==> config.mk <==
export PLATFORM = sky130hd
export DESIGN_NAME = apb_ram_param
export DESIGN_NICKNAME = d
export VERILOG_FILES = /design/src/rtl/apb_ram_param.sv
export SDC_FILE = /design/constraint.sdc
export NUM_CORES = 2
export LEC_CHECK = 0
export CAP_MARGIN = 25
export CORE_UTILIZATION = 50
export CTS_CLUSTER_SIZE = 30
export DETAILED_ROUTE_END_ITERATION = 16
export PLACE_DENSITY_LB_ADDON = 0.08
export SYNTH_ARGS = -nofsm -noshare
export SYNTH_HDL_FRONTEND = slang
export SYNTH_SLANG_ARGS = --single-unit
==> constraint.sdc <==
create_clock -name pclk -period 5.5 [get_ports pclk]
set_input_delay 1.1 -clock pclk [delete_from_list [all_inputs] [get_ports pclk]]
set_output_delay 1.1 -clock pclk [all_outputs]
set_load 0.05 [all_outputs]
==> src/rtl/apb_ram_param.sv <==
// -----------------------------------------------------------------------------
// apb_ram_param
//   Parametrised APB slave RAM. Word-organised storage of DEPTH words of
//   DATA_W bits, addressed by byte address on paddr. Transfers may be
//   stretched by WAIT_CYCLES wait states. Misaligned or out-of-range accesses
//   return an error and leave memory untouched. A master that drops psel
//   mid-transfer aborts it.
//
// Parameters
//   DATA_W       data bus width (multiple of 8, >= 8)
//   ADDR_W       paddr width
//   DEPTH        number of DATA_W words
//   WAIT_CYCLES  wait states before pready (0..255)
//
// Ports
//   pclk     in   clock, rising edge
//   preset   in   synchronous active-high reset
//   psel     in   slave select
//   penable  in   access-phase strobe
//   pwrite   in   1 = write, 0 = read
//   paddr    in   byte address [ADDR_W]
//   pwdata   in   write data [DATA_W]
//   pstrb    in   byte-lane write strobes [DATA_W/8] (APB_RAM_PSTRB_EN only)
//   prdata   out  read data, valid while pready=1 on a read
//   pready   out  transfer complete
//   pslverr  out  error response, valid while pready=1
//
// Configuration macro
//   APB_RAM_PSTRB_EN : adds the pstrb port; writes update only strobed lanes.
//                      Without it every write updates the full word.
// -----------------------------------------------------------------------------
module apb_ram_param #(
  parameter int DATA_W      = 32,
  parameter int ADDR_W      = 32,
  parameter int DEPTH       = 32,
  parameter int WAIT_CYCLES = 0
) (
  input  logic              pclk,
  input  logic              preset,
  input  logic              psel,
  input  logic              penable,
  input  logic              pwrite,
  input  logic [ADDR_W-1:0] paddr,
  input  logic [DATA_W-1:0] pwdata,
`ifdef APB_RAM_PSTRB_EN
  input  logic [DATA_W/8-1:0] pstrb,
`endif
  output logic [DATA_W-1:0] prdata,
  output logic              pready,
  output logic              pslverr
);

  localparam int NB    = DATA_W / 8;
  localparam int AL    = $clog2(NB);
  localparam int IDX_W = (DEPTH > 1) ? $clog2(DEPTH) : 1;

  // Low address bits that must be zero for a word-aligned access.
  localparam logic [ADDR_W-1:0] ALIGN_MASK = ADDR_W'((64'd1 << AL) - 64'd1);
  localparam logic [ADDR_W-1:0] DEPTH_A    = ADDR_W'(DEPTH);
  localparam logic [7:0]        WAIT_INIT  = 8'(WAIT_CYCLES);

  typedef enum logic [1:0] {
    ST_IDLE = 2'd0,
    ST_WAIT = 2'd1,
    ST_DONE = 2'd2
  } state_t;

  state_t state;
  state_t state_nxt;

  logic [7:0]        cnt;
  logic [ADDR_W-1:0] addr_q;
  logic              write_q;
  logic [DATA_W-1:0] wdata_q;
`ifdef APB_RAM_PSTRB_EN
  logic [NB-1:0]     strb_q;
`endif

  logic [DATA_W-1:0] mem [DEPTH];

  // Control decoded by the next-state logic.
  logic latch;
  logic dec;
  logic complete;
  logic clear;

  // Effective transfer attributes: with zero wait states completion happens
  // on the setup edge itself, before anything has been latched, so the live
  // bus is used in IDLE and the latched copy everywhere else.
  logic [ADDR_W-1:0] sel_addr;
  logic              sel_write;
  logic [DATA_W-1:0] sel_wdata;
  logic [NB-1:0]     sel_strb;
  logic [ADDR_W-1:0] idx_full;
  logic [IDX_W-1:0]  idx;
  logic              err;

  // Select live or latched transfer attributes and decode errors.
  always_comb begin
    sel_addr  = addr_q;
    sel_write = write_q;
    sel_wdata = wdata_q;
    sel_strb  = {NB{1'b1}};
    if (state == ST_IDLE) begin
      sel_addr  = paddr;
      sel_write = pwrite;
      sel_wdata = pwdata;
`ifdef APB_RAM_PSTRB_EN
      sel_strb  = pstrb;
`endif
    end else begin
`ifdef APB_RAM_PSTRB_EN
      sel_strb  = strb_q;
`endif
    end
    idx_full = sel_addr >> AL;
    idx      = idx_full[IDX_W-1:0];
    err      = (|(sel_addr & ALIGN_MASK)) || (idx_full >= DEPTH_A);
  end

  // Next-state and control decode.
  always_comb begin
    state_nxt = state;
    latch     = 1'b0;
    dec       = 1'b0;
    complete  = 1'b0;
    clear     = 1'b0;
    case (state)
      ST_IDLE: begin
        if (psel && !penable) begin
          latch = 1'b1;
          if (WAIT_CYCLES == 0) begin
            complete  = 1'b1;
            state_nxt = ST_DONE;
          end else begin
            state_nxt = ST_WAIT;
          end
        end else begin
          state_nxt = ST_IDLE;
        end
      end
      ST_WAIT: begin
        if (!psel) begin
          // Master abort: nothing committed, pready never raised.
          state_nxt = ST_IDLE;
        end else if (penable) begin
          dec = 1'b1;
          if (cnt == 8'd1) begin
            complete  = 1'b1;
            state_nxt = ST_DONE;
          end else begin
            state_nxt = ST_WAIT;
          end
        end else begin
          // Setup phase re-presented mid-transfer: hold without counting.
          state_nxt = ST_WAIT;
        end
      end
      ST_DONE: begin
        // Completion sampled or master gone: either way the response ends.
        clear     = 1'b1;
        state_nxt = ST_IDLE;
      end
      default: begin
        clear     = 1'b1;
        state_nxt = ST_IDLE;
      end
    endcase
  end

  // State register.
  always_ff @(posedge pclk) begin
    if (preset) begin
      state <= ST_IDLE;
    end else begin
      state <= state_nxt;
    end
  end

  // Transfer capture and wait-state counter.
  always_ff @(posedge pclk) begin
    if (preset) begin
      cnt     <= 8'd0;
      addr_q  <= '0;
      write_q <= 1'b0;
      wdata_q <= '0;
`ifdef APB_RAM_PSTRB_EN
      strb_q  <= '0;
`endif
    end else if (latch) begin
      cnt     <= WAIT_INIT;
      addr_q  <= paddr;
      write_q <= pwrite;
      wdata_q <= pwdata;
`ifdef APB_RAM_PSTRB_EN
      strb_q  <= pstrb;
`endif
    end else if (dec) begin
      cnt <= cnt - 8'd1;
    end else begin
      cnt <= cnt;
    end
  end

  // Registered response outputs.
  always_ff @(posedge pclk) begin
    if (preset) begin
      pready  <= 1'b0;
      pslverr <= 1'b0;
      prdata  <= '0;
    end else if (complete) begin
      pready  <= 1'b1;
      pslverr <= err;
      prdata  <= (err || sel_write) ? '0 : mem[idx];
    end else if (clear) begin
      pready  <= 1'b0;
      pslverr <= 1'b0;
      prdata  <= '0;
    end else begin
      pready  <= pready;
      pslverr <= pslverr;
      prdata  <= prdata;
    end
  end

  // Storage array; writes commit only on an error-free completion.
  always_ff @(posedge pclk) begin
    if (preset) begin
      for (int i = 0; i < DEPTH; i++) begin
        mem[i] <= '0;
      end
    end else if (complete && !err && sel_write) begin
      for (int i = 0; i < NB; i++) begin
        if (sel_strb[i]) begin
          mem[idx][8*i +: 8] <= sel_wdata[8*i +: 8];
        end
      end
    end
  end

endmodule

; ---- Yosys cells after proc, flatten, opt, wreduce, memory -nomap -nowiden
; Memories as Yosys holds them, arrays and structs flattened.
; Cells that the tools add are included.
[totals]
regBits = 109
mem_bits_rw = 1024
in_bits = 69
word_cells = 57
memories = 1
[classes]
add_sub_neg = 1
magnitude_cmp = 1
n_eq_ne = 3
mux = 31
reduce_logical = 12
[memory_table]
columns = memory, depth, word_bits, rd, rd_clocked_by_memory_dff, write_ports, line
row1 = mem, 32, 32, 1, 0, 32, 79  ; logic [DATA_W-1:0] mem [DEPTH];
[ops]
columns = cell, n
row1 = 32-bit 2-to-1 mux, 6
row2 = 32-bit OR reduction, 1
row3 = "30-bit by 6-bit >= comparator with 1-bit output, second input constant", 1
row4 = 1-bit 2-to-1 mux, 18
row5 = "8-bit by 1-bit == test with 1-bit output, second input constant", 1
row6 = 2-bit 2-to-1 mux, 4
row7 = "8-bit by 1-bit subtractor with 8-bit output, second input constant", 1
row8 = 2-bit OR reduction, 3
row9 = 5-bit 2-to-1 mux, 1
row10 = 2-bit one-hot mux with 2 select lines, 1
row11 = 1-bit logical AND, 3
row12 = "2-bit by 1-bit == test with 1-bit output, second input constant", 1
row13 = 1-bit logical NOT, 2
row14 = 2-bit logical NOT, 1
row15 = 1-bit logical OR, 2
row16 = "2-bit by 1-bit inequality test with 1-bit output, second input constant", 1
row17 = 1-bit one-hot mux with 2 select lines, 1

; ---- Logic depth before layout (Yosys ltp)
[depth]
word_depth = 12
ltp_mapped = 12

; ---- Worst setup path after synthesis
; Ideal clock, no wire load.
[synth_timing]
path_kind = in2reg
start = in paddr[3]
end = mem mem[2][0], enable pin
arrival_time_ns = 4.282
required_ns = 5.072
path_slack_ns = 0.790
cell_stages = 9
n_path_buf = 4
path_cell_list = or3b_1 > clkbuf_1 > and2_1 > clkbuf_1 > buf_2 > nor4_4 > nand2_1 > clkbuf_1 > o21bai_1
[synth_rtl]
columns = element, line
row1 = from (decl), 43  ; input logic [ADDR_W-1:0] paddr,
row2 = to (decl), 79

==> metrics.yaml <==
yosys:
  synth_area_per_cell_sq_um: 10.97
  synthDistinctLibCells: 67
  synth-edff-count: 1024
  yosys_most_used_dff: "edfxtp_1"
  yosysWarningCount: 0
  ys_seq_area_share_pct: 66.76
  synth_nets: 4567
  yosys_register_bits: 1133
  async_reset_ff_share_pct: 0
  synth_area_sq_um: 49330
  synthCells: 4496
worst_setup_path:
  crit_family: "simple AND/OR/NAND/NOR gates"
  cp-end-kind: "flop"
  worstPathArrival_ns: 4.80
  reg2regPathDepth: 9
  crit_type: "flop to flop"
  start_kind: "flop"
  slowest_stage: "dfxtp_1"
  crit_buf_inv: 3
  cp_common_cell: "buf_4"
  crit_fanout: 21
  required_ns: 5.90
  crit-reg2reg-launch: "state[1]$_SDFF_PP0_"
  r2r-end: "mem[4][16]$_SDFFCE_PN0P_"
  crit_path_start: "state[1]$_SDFF_PP0_"
  crit_chain: "or2_2 > buf_4 > nand2_1 > o21ai_1 > nand2_1 > nor4_4 > buf_4 > a21o_2 > buf_4"
  worst_path_largest_cell_delay_ns: 0.90
  reg2reg_slack_ns: 1.11
hold_path:
  holdCritStartpoint: "wdata_q[24]$_SDFFE_PP0P_"
  min_path_cells: 2
  hp-class: "flop to flop"
  holdPathEnd: "wdata_q[24]$_SDFFE_PP0P_"
placement:
  pre_cts_slack_ns: 0.7805
  placement.io_buffers: 102
  gp_congestion: 0.9035
  hpwl_mm: 109.7
  dp.cells: 5670
sta:
  layout_min_cycle_time_ns: 4.390
  finalClockSkew_ns: 0.02788
  fmax_mhz: 227.8
  whs_ns: 0.4551
  slew_headroom_pct: 19.36
  worstMarginPinSlew_ns: 1.186
  final_hold_viol_count: 0
  final.setup.tns_ns: 0
  slew_viol_final: 0
  period_share_pct: 79.82
  rsz0062_at_grt: "false"
  setup_viol: 0
  fin_ws_ns: 1.110
floorplanning:
  fp.dieH_microns: 316.1
  start_util_pct: 50.71
  pin_count: 103
  core_sq_um: 97280
  fp-row-count: 114
  die_area_sq_um: 99920
  die_w_microns: 316.1
routing:
  vias_per_cell: 6.357
  vias: 37500
  wirelength_mm: 183.1
  drc: 0
  firstDrtPassIters: 6
  routedWlPerCell_microns: 31.04
  drt_iter0_markers: 5692
  ant_nets: 0
finish:
  n_antenna_cell: 0
  stdcell_count: 5899
  register_area_sq_um: 32930
  post_route_cells_drive_above_1_share_pct: 10.23
  finish.utilization_pct: 57.95
  multi_input_area_sq_um: 15310
  fillCellCount: 8214
  nets: 4588
  syn2layout_area_growth_pct: 14.27
global_route:
  grt_pass1_vias: 35120
  grt_remaining_overflow: 0
  grtUsageTotal_pct: 36.61
  grt_pass1_wl_mm: 257.4
  grt_max_degree: 101
  antenna_found_initial: 1
cts:
  cts_sinks: 1133
  cts_setup_buffers: 0
  post_cts_resized: 0
  htreeDepth: 3
  cts_tree: "done"
  insertion_delay_ns: 0.73
  max-clock-path-buffers: 3
  clk_pin_slew_ns: 0.06
  cts-root-buf: "clkbuf_16"
  holdBufCountCts: 0
  cts_buffers: 120
pwr:
  cellPowerDensity_nw_per_um2: 346.9
  total_leakage_power_nw: 19.97
  ir_drop_mv: 0.2950
status:
  outcome: "finished clean"
job:
  drv_cap: 0
[stage by stage]
step,instance area (sq um),power (mW)
global route,56370,19.98
floorplan,49330,10.82
global placement,52430,11.63
finish,56370,19.56
CTS,56340,19.54
detailed placement,52450,11.65
[cell usage after synthesis (4+ instances only)]
| library cell | count | share of area (%) |
|---|---|---|
| nand2_1 | 819 | 6.2 |
| o21bai_1 | 30 | 0.46 |
| clkbuf_1 | 204 | 1.6 |
| nand3_1 | 139 | 1.4 |
| dfxtp_1 | 109 | 4.4 |
| o21ai_0 | 55 | 0.56 |
| nor4_1 | 22 | 0.28 |
| a221oi_1 | 11 | 0.20 |
| a2111oi_0 | 13 | 0.23 |
| a32oi_1 | 44 | 0.78 |
| o22ai_1 | 28 | 0.36 |
| edfxtp_1 | 1024 | 62 |
| xnor2_1 | 5 | 0.089 |
| a22o_1 | 37 | 0.66 |
| o2111ai_1 | 5 | 0.089 |
| buf_4 | 7 | 0.11 |
| a31oi_1 | 46 | 0.58 |
| nor2_1 | 1184 | 9.0 |
| nor3_1 | 20 | 0.20 |
| nor3b_1 | 4 | 0.061 |
| a311oi_1 | 7 | 0.12 |
| buf_2 | 123 | 1.2 |
| o31ai_1 | 8 | 0.12 |
| nor4b_1 | 4 | 0.071 |
| a211oi_1 | 36 | 0.55 |
| nand4_1 | 46 | 0.58 |
| buf_1 | 50 | 0.38 |
| mux4_2 | 32 | 1.5 |
| mux2i_1 | 124 | 2.5 |
| a22oi_1 | 17 | 0.26 |
| a32o_1 | 10 | 0.20 |
| and3_1 | 34 | 0.43 |
| or4_1 | 4 | 0.061 |
| a21oi_1 | 131 | 1.3 |
| inv_1 | 6 | 0.046 |
| a31o_2 | 4 | 0.071 |
[worst reg2reg max path, delay by kind of cell (launching register included)]
family | cells | cell delay (ns)
simple gates | 4 | 1.13
buf+inv | 3 | 1.03
compound gates | 2 | 1.01
flops | 1 | 0.90
[registers in the layout, summed over array words and instances (netlist names)]
name,cells
pready,1
state,2
cnt,8
addr_q,32
prdata,32
pslverr,1
wdata_q,32
write_q,1
mem,1024
[kinds of logic after synthesis]
family,count (synthesis),share of synthesized area [%]
AO/OA/AOI/OAI,504,6.929
XOR/XNOR,7,0.1243
adder cells (fa/ha/maj),2,0.05072
buffers and inverters,390,3.333
flip-flops,1133,66.76
multiplexers,158,4.023
AND/OR/NAND/NOR,2302,18.78
[how the worst max path moves through the flow]
stage | end | slack, ns | cells past startpoint
2_1_floorplan | mem[2][0]$_SDFFCE_PN0P_ | 0.79 | 9
3_3_place_gp | mem[4][4]$_SDFFCE_PN0P_ | 0.77 | 9
3_5_place_dp | mem[4][4]$_SDFFCE_PN0P_ | 0.78 | 9
4_1_cts | mem[4][8]$_SDFFCE_PN0P_ | 1.23 | 9
5_1_grt | mem[4][11]$_SDFFCE_PN0P_ | 0.97 | 9
6_report | mem[4][16]$_SDFFCE_PN0P_ | 1.11 | 9
[cells in the final DEF, fill, tap and decap left out, types with 34 or more instances in the layout]
cell             instances
clkdlybuf4s50_1        101
nand3_1                139
nand2_1                802
a211oi_1                36
dfxtp_1                109
edfxtp_1              1024
nor2_1                1179
a22o_1                  37
a31oi_1                 45
buf_4                  163
mux2i_1                122
a21oi_1                131
a32oi_1                 44
and3_1                  34
clkbuf_16              124
o21ai_0                 55
nand4_1                 46
[layout make-up]
class	count	area share [%]
clock inverter	53	0.7569
clock buffer	175	6.148
tap	1276	2.832
multi-input combinational	2973	27.17
sequential	1133	58.42
inverter	6	0.03995
timing repair buffer	283	4.637
[per-layer routing]
layer  vias up  wire (microns)  track usage (%)
met4         2           10910            19.14
met2      2522           81240            55.11
met1     18640           68930            50.65
met3       475           21980            7.024
met5         -              47                0
li1      15860               -                -
[power breakdown]
part           switching, mW  leakage (nW)  internal [mW]
registers             0.0890          11.4           9.64
clock network           3.45          1.92           4.59
logic                   1.33          6.65          0.456
(Power assumes the default switching activity.)
